<file path="src/rtl/vga_fb_arbiter.sv">
// vga_fb_arbiter: shares a single-port frame-buffer RAM between VGA scan-out reads, a write FIFO and a clear sequencer
module vga_fb_arbiter #(
  parameter int H_RES = 640,
  parameter int V_RES = 480,
  parameter int ADDR_W = 19,
  parameter int FIFO_DEPTH = 4
) (
  input  logic                        clk,
  input  logic                        reset,
  input  logic                        vga_rd_en,
  input  logic [8:0]                  vga_line,
  input  logic [9:0]                  vga_offset,
  output logic                        pix_r,
  output logic                        pix_g,
  output logic                        pix_b,
  input  logic                        wr_valid,
  output logic                        wr_ready,
  input  logic [9:0]                  wr_x,
  input  logic [8:0]                  wr_y,
  input  logic [2:0]                  wr_color,
  output logic                        wr_err,
  input  logic                        clr_start,
  input  logic [2:0]                  clr_color,
  output logic                        clr_busy,
  output logic [$clog2(FIFO_DEPTH):0] fifo_level,
  output logic [ADDR_W-1:0]           mem_addr,
  output logic                        mem_we,
  output logic [2:0]                  mem_wdata,
  input  logic [2:0]                  mem_rdata
);
  localparam int PW = $clog2(FIFO_DEPTH);
  localparam int LW = PW + 1;
  localparam logic [LW-1:0] FULL = LW'(FIFO_DEPTH);
  localparam logic [ADDR_W-1:0] LAST = ADDR_W'(H_RES * V_RES - 1);
  typedef enum logic [1:0] {RUN, CLR_WAIT, CLEAR} state_t;
  state_t state, state_n;
  logic [ADDR_W+2:0] fifo [FIFO_DEPTH];
  logic [PW-1:0] rd_ptr, wr_ptr;
  logic [LW-1:0] level_n;
  logic [ADDR_W-1:0] clr_cnt, vga_addr, wr_addr;
  logic [2:0] clr_col;
  logic vga_oob, wr_oob, accept, push, pop, clr_wr, rd_v1, rd_v2, oob1, oob2;
  assign vga_addr = (ADDR_W'(vga_line) << 9) + (ADDR_W'(vga_line) << 7) + ADDR_W'(vga_offset);
  assign wr_addr = (ADDR_W'(wr_y) << 9) + (ADDR_W'(wr_y) << 7) + ADDR_W'(wr_x);
  assign vga_oob = vga_offset >= 10'(H_RES) || vga_line >= 9'(V_RES);
  assign wr_oob = wr_x >= 10'(H_RES) || wr_y >= 9'(V_RES);
  assign accept = wr_valid && wr_ready;
  assign push = accept && !wr_oob;
  assign pop = !vga_rd_en && state != CLEAR && fifo_level != '0;
  assign clr_wr = !vga_rd_en && state == CLEAR;
  assign level_n = fifo_level + LW'(push) - LW'(pop);
  assign clr_busy = state != RUN;
  always_comb begin
    state_n = state;
    if (state == RUN && clr_start) state_n = CLR_WAIT;
    else if (state == CLR_WAIT && fifo_level == '0) state_n = CLEAR;
    else if (clr_wr && clr_cnt == LAST) state_n = RUN;
  end
  always_ff @(posedge clk)
    if (push) fifo[wr_ptr] <= {wr_addr, wr_color};
  always_ff @(posedge clk) begin
    if (reset) begin
      state <= RUN;
      rd_ptr <= '0;
      wr_ptr <= '0;
      fifo_level <= '0;
      wr_ready <= 1'b1;
      wr_err <= 1'b0;
      clr_cnt <= '0;
      clr_col <= '0;
      rd_v1 <= 1'b0;
      rd_v2 <= 1'b0;
      oob1 <= 1'b0;
      oob2 <= 1'b0;
      {pix_r, pix_g, pix_b} <= '0;
      mem_addr <= '0;
      mem_we <= 1'b0;
      mem_wdata <= '0;
    end else begin
      state <= state_n;
      fifo_level <= level_n;
      wr_ready <= level_n != FULL && state_n != CLR_WAIT;
      if (push) wr_ptr <= wr_ptr + PW'(1);
      if (pop) rd_ptr <= rd_ptr + PW'(1);
      if (accept && wr_oob) wr_err <= 1'b1;
      if (state == RUN && clr_start) clr_col <= clr_color;
      if (state == CLR_WAIT) clr_cnt <= '0;
      else if (clr_wr) clr_cnt <= clr_cnt + ADDR_W'(1);
      // read result lands two edges after the request; dummy reads return black
      rd_v1 <= vga_rd_en;
      oob1 <= vga_oob;
      rd_v2 <= rd_v1;
      oob2 <= oob1;
      if (rd_v2) {pix_r, pix_g, pix_b} <= oob2 ? 3'b000 : mem_rdata;
      mem_we <= pop || clr_wr;
      if (vga_rd_en) mem_addr <= vga_addr;
      else if (clr_wr) mem_addr <= clr_cnt;
      else if (pop) mem_addr <= fifo[rd_ptr][ADDR_W+2:3];
      if (clr_wr) mem_wdata <= clr_col;
      else if (pop) mem_wdata <= fifo[rd_ptr][2:0];
    end
  end
endmodule

</file>
<file path="config.mk">
export PLATFORM = sky130hd
export DESIGN_NAME = vga_fb_arbiter
export DESIGN_NICKNAME = d
export VERILOG_FILES = /design/src/rtl/vga_fb_arbiter.sv
export SDC_FILE = /design/constraint.sdc
export NUM_CORES = 1
export LEC_CHECK = 0
export CAP_MARGIN = 15
export CORE_UTILIZATION = 60
export DETAILED_ROUTE_END_ITERATION = 10
export GPL_TIMING_DRIVEN = 0
export MAX_ROUTING_LAYER = met4
export PLACE_DENSITY = 0.85
export REMOVE_ABC_BUFFERS = 1
export SLEW_MARGIN = 20
export SYNTH_ARGS = -nofsm -noshare
export SYNTH_HDL_FRONTEND = slang
export SYNTH_SLANG_ARGS = --single-unit
</file>
<file path="constraint.sdc">
create_clock -name clk -period 5.1 [get_ports clk]
set_clock_uncertainty 0.1 [all_clocks]
set_input_delay 0.51 -clock clk [delete_from_list [all_inputs] [get_ports clk]]
set_output_delay 0.51 -clock clk [all_outputs]
set_load 0.01 [all_outputs]
</file>
==> impl_results.md, run 1 <==
- Status: complete, no violations
- Final hold vios: 0
- Cell area after synthesis: 7030 sq um
- Hold depth: 1
- Setup Crit Path Kind: in -> reg
- Setup-failing EPs final: 0
- Row count: 39
- Arr. time, crit path: 3550 ps
- Total power: 0.00382 W
- Drt first-iter violations: 273
- Hold wc startpoint: rd_v1
- Slowest cell delay on critical path: 540 ps
- GP Congestion: 0.889
- Number of diodes: 0
- Cts bufs inserted: 17
- Reg-to-reg endpoint: wr_ready
- Postcts setup bufs: 0
- Period utilization: 65.5%
- Power density of the placed cells: 447 nW/um^2
- Max Slew Vio Count: 0
- Vias per cell: 6.10
- # port buffers: 83
- Max Clk Rate: 300 MHz
- Worst slew margin: 25.7%
- Final WL: 15,200 um
- Die W: 110 um
- Synthesis-stage register bit count: 153
- Gate Count Post-Synth: 562
- Worst reg2reg path startpoint: fifo_level[1]
- Worst-Skew Late Latency: 420 ps
- Vias in the first global route: 4,800
- Crit-path max FO: 3
- Largest net degree at the start of global routing: 32
- Setup slack, reg-to-reg: 2080 ps
- Share of cells above drive strength 1: 10.2%
- Core box area: 11,400 sq um
- Tmin final: 3340 ps
- CTS tree: yes
- First-pass GRT wire length: 23,400 um
- # DRC: 0
- Clk pin slew, worst setup/hold paths: 60 ps
- Layout Nets: 743
- Post-route antenna net violation count: 0
- HPWL Detailed: 10,300 um
- Initial antenna violation count: 0
- Synth Area per Inst: 12.5 sq um
- Cell family contributing the most delay on the critical path: compound AO/OA/AOI/OAI gates
- Routed WL per cell: 18.9 um
- Primary FF master, synth: edfxtp_1
- Vias: 4,885
- Ys async rst share: 0%
- CTS resizes: 0
- Min-Delay Path Class: reg -> reg
- Unrepaired setup endpoints after global routing: no
- WHS Endpoint: rd_v2
- Clock root buffer: clkbuf_16
- Final setup TNS: 0 ps
- Overflow after GRT: 0
- Startpoint types: input pin
- Initial Utilization: 61.5%
- CP Data Required Time: 5320 ps
- FF-to-FF path depth: 11
- Slowest cell on the critical path: fa_1
- Max-Cap Viols: 0
- H-tree depth: 4
- CP Buf/Inv Count: 3
- Number of sinks on the clock net: 153
- Die Span Y: 110 um
- Crit-path cells: clkdlybuf4s50_1, inv_1, fa_1, inv_1, fa_1, a211oi_1, o21bai_1, a2111oi_2, o21bai_1, a31o_2
- Post-synthesis sequential area ratio: 56.1%
- Yosys cell types: 54
- I/O Pins: 84
- Die area: 12,200 sq um
- Area grow syn2layout: 21.8%
- Worst setup EP type: register
- Hold buffer count at cts: 0
- Max VDD drop: 0.313 mV
- CTS max path bufs: 2
- Post-synth EDFFs: 88
- Least-Margin Pin Slew: 1110 ps
- Drt first pass iters: 4
- Total GRT Usage: 27.4%
- Filler cells: 725
- Leakage power: 3.12 nW
- Synth warn: 0
stage by stage:
stage	hold WS [ps]	util [%]	cells	worst slack [ps]	cell area (sq um)
floorplan	314	-	542	2120	6940
global placement	325	69.6	768	1420	7950
detailed placement	335	69.9	769	1370	7980
CTS	355	74.9	801	1790	8550
global route	356	75.0	801	1540	8560
finish	345	75.0	801	1760	8560
flip-flops by register name, summed over array words and instances, names as in the netlist, 2 cells and up, named ones only:
signal      count
fifo           88
clr_cnt        19
clr_col         3
mem_wdata       3
rd_ptr          2
wr_ptr          2
mem_addr       19
state           2
fifo_level      3
synth_stat cells, drive strengths merged (3+ instances only):
cell type | n | area share (%)
and2 | 6 | 0.53
a31o | 3 | 0.37
a21o | 4 | 0.43
mux2i | 4 | 0.57
nor3 | 7 | 0.50
xor2 | 22 | 2.7
nand4 | 6 | 0.53
edfxtp | 88 | 38
or2 | 3 | 0.27
clkbuf | 15 | 0.80
o21bai | 4 | 0.43
a211oi | 5 | 0.53
nor2b | 9 | 0.80
inv | 22 | 1.2
and4 | 3 | 0.37
o21ai | 21 | 1.5
a21oi | 29 | 2.1
ha | 41 | 7.3
o22ai | 15 | 1.3
nand2b | 6 | 0.53
nor2 | 51 | 2.7
nor4 | 4 | 0.66
mux4 | 22 | 7.1
o221ai | 10 | 1.2
xnor2 | 13 | 1.6
fa | 5 | 1.4
a31oi | 3 | 0.27
buf | 5 | 0.41
a2111oi | 4 | 0.59
dfxtp | 65 | 19
nand2 | 34 | 1.8
nand3 | 11 | 0.78
or3 | 3 | 0.27
where the power goes:
group	internal [W]	switching, W
sequential	0.00146	0.0000928
combinational	0.000495	0.000549
clock	0.000726	0.000501
total	0.00268	0.00114
per-layer routing:
| metal | up-vias | GRT usage [%] | part of all wire (%) |
|---|---|---|---|
| met2 | 180 | 44.8 | 50 |
| met4 | 0 | 12.5 | 2.1 |
| met5 | - | - | 0 |
| met1 | 2398 | 32.8 | 43 |
| li1 | 2278 | - | - |
| met3 | 29 | 5.82 | 5.7 |
area by class of cell:
cell class / count / area [sq um] / share of cell area, %
repair buffers: 84 / 851 / 9.94
inverters: 23 / 86.3 / 1.01
clock inverters: 13 / 143 / 1.67
flip-flops and latches: 153 / 3950 / 46.1
multi-input cells: 366 / 2920 / 34.2
well taps: 143 / 179 / 2.09
clock buffers: 19 / 433 / 5.06
worst reg2reg max path: cells and delay by family, from the launching register on:
family / cells / cell delay [ps]
and+or+nand+nor: 3 / 1010
adders and majority gates: 3 / 820
DFF: 1 / 370
xor gates and xnor gates: 2 / 300
AOI/OAI and AO/OA: 1 / 240
buffers and inverters: 2 / 100
layout by cell type, fill, tap and decap left out, types with 15 or more instances in the layout:
cell type        count
edfxtp_1            88
clkdlybuf4s50_1     83
dfxtp_1             64
nor2_1              51
ha_1                41
nand2_1             34
a21oi_1             29
inv_1               22
xor2_1              22
mux4_2              22
o21ai_0             21
clkbuf_16           17
o22ai_1             15
cells by family (layout without fill, tap and decap cells):
group,count (synthesis),in the layout,share of synthesized area [%]
compound gates,109,109,10.1
xor+xnor,35,35,4.36
fa+ha+maj,46,46,8.72
buf+inv,43,139,2.44
flops,153,153,56.1
mux,26,26,7.62
simple gates,150,150,10.6
how the worst max path moves through the flow:
stage,startpoint,to,slack [ps],cells past startpoint
3_3_place_gp,vga_line[0],mem_addr[18],1420,10
4_1_cts,vga_line[0],mem_addr[18],1790,10
3_5_place_dp,vga_line[0],mem_addr[18],1370,10
6_report,vga_line[0],mem_addr[18],1760,10
5_1_grt,vga_line[0],mem_addr[18],1540,10
2_1_floorplan,vga_line[0],mem_addr[18],2120,9
No activity file was read; power rests on OpenSTA's default activity.
==> run 2: changes to the inputs <==
CORE_UTILIZATION = 56   (was 60)
PLACE_DENSITY = 0.8   (was 0.85)
clock period = 3.3 ns   (was 5.1 ns; I/O delays follow)
==> run 2 against run 1 <==
  * Sequential share of layout area fell by 0.31 points
  * Wire length shrank 1.9%
  * Core utilization is 3.8 points lower
  * Sequential power up 54%
  * Flip-flop and latch count unchanged
  * Global-route usage decreased by 2.1 points
  * Largest cell class unchanged
==> impl_results.md, run 2 (synthesis gave the netlist of run 1 again) <==
- Status: complete, no violations
- Crit-path max FO: 3
- Hold buffer count at cts: 0
- Layout Nets: 743
- Setup slack after layout: 163 ps
- Die Span Y: 114 um
- # DRC: 0
- Least-Margin Pin Slew: 1090 ps
- Routed WL per cell: 18.0 um
- CP Data Required Time: 3510 ps
- Initial antenna violation count: 0
- Tmin final: 3140 ps
- Unrepaired setup endpoints after global routing: no
- Setup-failing EPs final: 0
- Initial Utilization: 58.0%
- Die W: 114 um
- Clk pin slew, worst setup/hold paths: 70 ps
- Cts bufs inserted: 17
- Clock root buffer: clkbuf_16
- WHS: 289 ps
- Power density of the placed cells: 684 nW/um^2
- Slowest cell on the critical path: fa_1
- CTS max path bufs: 2
- Slowest cell delay on critical path: 530 ps
- FF-to-FF path depth: 11
- Most flop-heavy register: fifo
- Worst-Skew Late Latency: 420 ps
- Number of sinks on the clock net: 153
- Area grow syn2layout: 22.6%
- Worst setup EP type: register
- # port buffers: 83
- Drt first pass iters: 4
- Leakage power: 3.13 nW
- CTS tree: yes
- Filler cells: 822
- Period utilization: 95.1%
- Min-Delay Path Class: in -> reg
- Setup Crit Path Kind: in -> reg
- Commonest non-fill, non-tap cell in the layout: edfxtp_1
- H-tree depth: 4
- Final setup TNS: 0 ps
- Max Slew Vio Count: 0
- Drt first-iter violations: 349
- Total GRT Usage: 25.3%
- Worst slew margin: 27.4%
- First-pass GRT wire length: 24,200 um
- Worst slack, placed: -237 ps
- Vias in the first global route: 4,875
- I/O Pins: 84
- Arr. time, crit path: 3350 ps
- Overflow after GRT: 0
- Post-route antenna net violation count: 0
- Largest net degree at the start of global routing: 32
- Final hold vios: 0
- Die area: 13,000 sq um
- Vias per cell: 5.81
- Max-Cap Viols: 0
- Final WL: 14,900 um
- Largest regs: fifo x88, clr_cnt x19, mem_addr x19
- Crit-path cells: clkdlybuf4s50_1, inv_1, fa_1, inv_1, fa_1, a211oi_1, o21bai_1, a2111oi_2, o21bai_1, a31o_2
- Vias: 4,799
- Max Clk Rate: 319 MHz
- Row count: 40
- Share of cells above drive strength 1: 11.2%
- GP Congestion: 0.890
- HPWL Detailed: 10,300 um
- Number of diodes: 0
- Hold depth: 2
- Max VDD drop: 0.430 mV
- Startpoint types: input pin
- Largest register FFs: 88
- Core box area: 12,100 sq um
- Most frequent cells in the layout: 88 x edfxtp_1, 82 x clkdlybuf4s50_1, 64 x dfxtp_1
## run 2: cell types whose count changed in the layout (fill, tap and decap cells not counted), sizes merged
cell	delta
bufinv	-2
clkbuf	-2
clkinv	+2
clkinvlp	+1
clkdlybuf4s50	-1
inv	+1
buf	+1
## run 2: critical path: cells and delay by family
| kind | cells | cell delay, ps |
|---|---|---|
| AOI/OAI and AO/OA | 5 | 1350 |
| adders and majority gates | 2 | 1020 |
| buffers and inverters | 3 | 640 |
## run 2: report_power, final
group	switching [W]	total, W	internal (W)	leakage (nW)
sequential	0.000140	0.00239	0.00225	1.33
combinational	0.000843	0.00161	0.000765	1.51
clock	0.000872	0.00189	0.00102	0.290
total	0.00186	0.00589	0.00404	3.13
## run 2: layout make-up
type	instances	area [sq um]	area share (%)
flip-flops and latches	153	3950	45.8
multi-input cells	366	2930	34.0
repair buffers	84	846	9.81
clock buffers	17	425	4.94
well taps	168	210	2.44
clock inverters	15	178	2.06
inverters	23	86.3	1.00
## run 2: final timing paths
path                               startpoint            end  slack (ps)
worst max-delay path              vga_line[0]   mem_addr[16]         160
worst min-delay path                    reset  fifo_level[0]         290
worst max register to register  fifo_level[1]       wr_ready         220
worst min register to register           oob1           oob2         350
## run 2: repair_timing
action	in CTS	in global routing
endpoints found under the hold margin	0	0
gates resized for setup	0	1
endpoints found under the setup margin	0	1
setup buffers	0	0
## run 2: metrics by stage
stage | std cells | util, % | instance area (sq um) | power [W]
after floorplan | 542 | - | 6940 | 0.00339
after global placement | 793 | 65.9 | 7980 | 0.00394
after detailed placement | 794 | 66.1 | 8010 | 0.00402
after CTS | 826 | 71.1 | 8610 | 0.00593
after global routing | 826 | 71.2 | 8620 | 0.00617
final | 826 | 71.2 | 8620 | 0.00589
## run 2: layer usage
metal	part of all wire [%]	GRT usage, %
met1	43	30.8
met2	51	43.0
met3	4.4	4.14
met4	1.1	8.23
met5	0	-
==> run 3: changes to the inputs <==
CAP_MARGIN = unset   (was 15)
SKIP_CTS_REPAIR_TIMING = 1   (was unset)
==> results of run 3 <==
Final layout, timing and power as in run 2 (identical DEF).
==> variant 1 (config.mk and constraints of run 2) <==
Register the output `wr_err` once more; this adds one clock of latency there. The other outputs are not delayed to match.
--- a/src/rtl/vga_fb_arbiter.sv
+++ b/src/rtl/vga_fb_arbiter.sv
@@ -33,6 +33,8 @@
   localparam logic [LW-1:0] FULL = LW'(FIFO_DEPTH);
   localparam logic [ADDR_W-1:0] LAST = ADDR_W'(H_RES * V_RES - 1);
   typedef enum logic [1:0] {RUN, CLR_WAIT, CLEAR} state_t;
+
+  logic wr_err_s0;
   state_t state, state_n;
   logic [ADDR_W+2:0] fifo [FIFO_DEPTH];
   logic [PW-1:0] rd_ptr, wr_ptr;
@@ -65,7 +67,7 @@
       wr_ptr <= '0;
       fifo_level <= '0;
       wr_ready <= 1'b1;
-      wr_err <= 1'b0;
+      wr_err_s0 <= 1'b0;
       clr_cnt <= '0;
       clr_col <= '0;
       rd_v1 <= 1'b0;
@@ -82,7 +84,7 @@
       wr_ready <= level_n != FULL && state_n != CLR_WAIT;
       if (push) wr_ptr <= wr_ptr + PW'(1);
       if (pop) rd_ptr <= rd_ptr + PW'(1);
-      if (accept && wr_oob) wr_err <= 1'b1;
+      if (accept && wr_oob) wr_err_s0 <= 1'b1;
       if (state == RUN && clr_start) clr_col <= clr_color;
       if (state == CLR_WAIT) clr_cnt <= '0;
       else if (clr_wr) clr_cnt <= clr_cnt + ADDR_W'(1);
@@ -100,5 +102,9 @@
       else if (pop) mem_wdata <= fifo[rd_ptr][2:0];
     end
   end
+  always_ff @(posedge clk) begin
+    wr_err <= wr_err_s0;
+  end
+
 endmodule
 
Function: changed (a bounded check fails within 4 cycles, from zero or initial values and one cycle with reset high).
==> variant 1 against run 2 <==
  * Final area up 0.55%
  * Area after synthesis increased by 0.28%
  * Cell count rose by 0.24%
  * Total power increased by 1.1%
  * Critical path depth is 1 higher
  * Maximum frequency rose by 1.2%
  * Core utilization rose by 0.098 points
  * Sequential cell count grew 1
  * Worst setup slack improved by 0.036 ns
  * Die area grew 0.28%
  * Wire length is 2.7% lower
  * Sequential power increased by 2%
  * Highest routed layer unchanged
==> variant 1: results <==
[power]
p_int_mw = 4.17
leakage_nw = 3.15
ir_drop_mv = 0.395

[critical_path]
r2r_cells = 11
startpoint = "fifo_level[1]"
cpPeakStageDelay_ns = 0.70
rrSetupSlack_ns = 0.20
cp_max_fo = 12
cp_slowest_cell = "nor3_2"
critical-path-top-delay-family = "simple AND/OR/NAND/NOR gates"
cp_data_arrival_time_ns = 3.33

[logic_synthesis]
synth_edf_count = 88
ys_warn_count = 0
synth-adder-area-share_pct = 8.70
synthTopCellsByArea = "edfxtp_1, dfxtp_1, ha_1"
synth_xor_area_share_pct = 4.35
synth_commonest_cells = "edfxtp_1, dfxtp_1, nor2_1"
synth_mux_area_share_pct = 7.60
yosysSeqAreaShare_pct = 56.2
synth_compound_area_share_pct = 10.1
async_flop_share_pct = 0
netlist-cell-type-count = 54

[final_layout]
drive_gt1_share_pct = 10.8
n_antenna_cell = 0
finalNetCount = 745
largestRegisters = "fifo (88), clr_cnt (19), mem_addr (19)"

[route]
vias_per_cell = 5.76
wl_per_cell_um = 17.5
drtIter0Drc = 354
drtPass1Iterations = 4

[grt]
antenna_found_initial = 0
grt_start_max_net_pins = 32
grtUsageTotal_pct = 24.4
grt_util_met1_pct = 30.7
grt_pass1_vias = 4825
grtUsageMet2_pct = 39.7
grt_pass1_wl_um = 23400
grt_util_met3_pct = 4.71

[clocking]
cts-root-buf = "clkbuf_16"
cts_buffer_depth = 2
clk_pin_slew_ns = 0.06
numCtsBuffers = 17
htreeDepth = 4
clk_latency_ns = 0.42

[placement]
numPortBuffers = 83
gp_congestion = 0.881
hpwlAfterDp_um = 10000

[timing]
timing.hold.ws_ns = 0.254
relSlewSlack_pct = 25.8

[min_path]
hp-class = "reg2reg"
worstHoldPathCells = 0
worstHoldStart = "wr_err_s0"

[run_status]
status = "completed"
-- variant 1: cell types whose count changed in the layout (fill, tap and decap cells not counted), moves of 2 or more --
cell,delta
clkinv_8,-5
inv_8,-2
bufinv_16,+2
clkinv_1,+2
inv_6,+2
-- variant 1: path summary, 6_finish.rpt --
kind                            endpoint
worst min-delay path              wr_err
worst max-delay path            wr_ready
worst min register to register    wr_err
worst max register to register  wr_ready
-- variant 1: power by group through the flow --
stage | logic (mW) | clock network (mW) | registers [mW]
floorplan | 0.909 | 0 | 2.49
global placement | 1.46 | 0 | 2.49
detailed placement | 1.57 | 0 | 2.47
CTS | 1.59 | 1.96 | 2.44
global route | 1.73 | 2.03 | 2.46
finish | 1.59 | 1.94 | 2.43
-- variant 1: metal layers --
metal	wire [µm]	share of wire (%)
met5	0	0
met2	7110	49
met3	779	5.4
met4	223	1.5
met1	6370	44
-- variant 1: repair_timing --
item                       CTS  global route
buffers inserted             0             0
resized for setup            0             2
setup endpoints to repair    0             1
-- variant 1: cell type report --
| type | instances | area, µm² |
|---|---|---|
| timing repair buffer | 85 | 873 |
| clock buffer | 17 | 425 |
| multi-input combinational | 366 | 2940 |
| clock inverter | 15 | 164 |
| tap | 168 | 210 |
| inverter | 23 | 86.3 |
| fill | 804 | 3500 |
| sequential | 154 | 3970 |
-- variant 1: cells by family after synthesis --
kind of cell             after synthesis
adder cells (fa/ha/maj)               46
multiplexers                          26
AO/OA/AOI/OAI                        109
XOR/XNOR                              35
buffers and inverters                 43
AND/OR/NAND/NOR                      150
flip-flops                           154
-- variant 1: per-stage QoR --
step / worst slack (ns) / utilization, % / power (mW) / cell area (µm²) / cells
floorplan: 0.433 / - / 3.40 / 6960 / 543
global placement: -0.211 / 65.8 / 3.95 / 8000 / 794
finish: 0.199 / 71.3 / 5.96 / 8670 / 828
global route: 0.0395 / 71.3 / 6.22 / 8670 / 828
detailed placement: -0.247 / 66.1 / 4.04 / 8040 / 795
CTS: 0.175 / 70.9 / 5.98 / 8630 / 827
-- variant 1: worst reg2reg max path: stages (launching register included) --
cell and delay (ns):
dfxtp_1 0.38, nor3_2 0.70, nor3_1 0.23, ha_1 0.33, inv_1 0.06, ha_1 0.13, inv_1 0.05, fa_1 0.38
xor2_1 0.16, xnor2_1 0.15, nor2_1 0.07, a32oi_1 0.28
==> variant 2 (settings of run 2) <==
Without the edit above. Set the parameter `FIFO_DEPTH` to 8 (it was 4).
--- a/src/rtl/vga_fb_arbiter.sv
+++ b/src/rtl/vga_fb_arbiter.sv
@@ -3,7 +3,7 @@
   parameter int H_RES = 640,
   parameter int V_RES = 480,
   parameter int ADDR_W = 19,
-  parameter int FIFO_DEPTH = 4
+  parameter int FIFO_DEPTH = 8
 ) (
   input  logic                        clk,
   input  logic                        reset,
Ports: changed (resized fifo_level); port bits go from 84 to 85. No check against the original RTL was run, so the function may have changed too.
==> variant 2 against run 2 <==
  * Core utilization fell by 2.7 points
  * Sequential cell count rose by 92
  * Total power rose by 45%
  * Clock power rose by 38%
  * Critical endpoint is now fifo[0][21]
  * Area after synthesis rose by 52%
  * Non-clock buffer count rose by 27
  * Worst setup slack improved by 0.047 ns
  * Wire length rose by 64%
  * Final area rose by 49%
==> variant 2: results <==
[run_status]
status = "completed"

[power]
leakage_nw = 4.41

[placement]
dp_cells = 1025
gp_congestion = 0.948
numPortBuffers = 84

[route]
drtIter0Drc = 710
dr_wl_met3_um = 1780
wl_per_cell_um = 22.7
route.met2.wl_um = 12200
vias = 6853
drtPass1Iterations = 5
m1WireLength_um = 9650

[grt]
grtUsageMet2_pct = 43.2
grt_util_met3_pct = 3.66
grt_util_met1_pct = 32.9
grtUsageTotal_pct = 26.0
grt_start_max_net_pins = 39
grt_pass1_wl_um = 37600

[final_layout]
finalNetCount = 919
fillers = 1187

[clocking]
htreeDepth = 1
clk_latency_ns = 0.51

[logic_synthesis]
synth_commonest_cells = "edfxtp_1, dfxtp_1, nor2_1"
netlist-cell-type-count = 60
synth_edf_count = 176
[variant 2: area by class of cell]
| type | instances | area (µm²) | share of cell area, % |
|---|---|---|---|
| Inverter | 14 | 52.6 | 0.410 |
| Clock buffer | 35 | 673 | 5.26 |
| Clock inverter | 9 | 71.3 | 0.557 |
| Sequential cell | 245 | 6670 | 52.1 |
| Timing Repair Buffer | 111 | 1160 | 9.05 |
| Tap cell | 234 | 293 | 2.29 |
| Multi-Input combinational cell | 424 | 3890 | 30.3 |
[variant 2: worst max path at each step]
stage	slack (ns)	cells past startpoint	end	from
after detailed placement	-0.39	10	wr_ready	wr_x[8]
after floorplan	-0.29	3	fifo[0][0]	wr_x[8]
after global routing	0.0008	8	fifo[7][21]	wr_x[9]
after global placement	-3.39	4	fifo[0][9]	wr_x[8]
after CTS	0.08	8	fifo[7][21]	wr_x[9]
final	0.21	8	fifo[0][21]	wr_y[0]
[variant 2: per-stage QoR]
stage	total power, mW	area, µm²	worst slack (ns)	hold slack, ns
2_1_floorplan	5.15	10500	-0.293	0.297
3_3_place_gp	5.85	11700	-3.39	0.324
3_5_place_dp	5.99	12000	-0.385	0.328
4_1_cts	8.59	12800	0.0810	0.0262
5_1_grt	8.89	12800	0.000810	0.0259
6_report	8.58	12800	0.210	0.0409
[variant 2: kinds of logic after synthesis]
family,Yosys count,share of synthesized area [%]
XOR/XNOR,33,2.70
multiplexers,70,12.2
flip-flops,245,62.3
adder cells (fa/ha/maj),47,5.85
AND/OR/NAND/NOR,159,7.53
AO/OA/AOI/OAI,115,7.43
buffers and inverters,44,1.91
[variant 2: where the power goes]
| group | internal (mW) | total (mW) | switching (mW) |
|---|---|---|---|
| Clock | 1.49 | 2.60 | 1.11 |
| Combinational | 1.11 | 2.15 | 1.04 |
| Sequential | 3.60 | 3.83 | 0.234 |
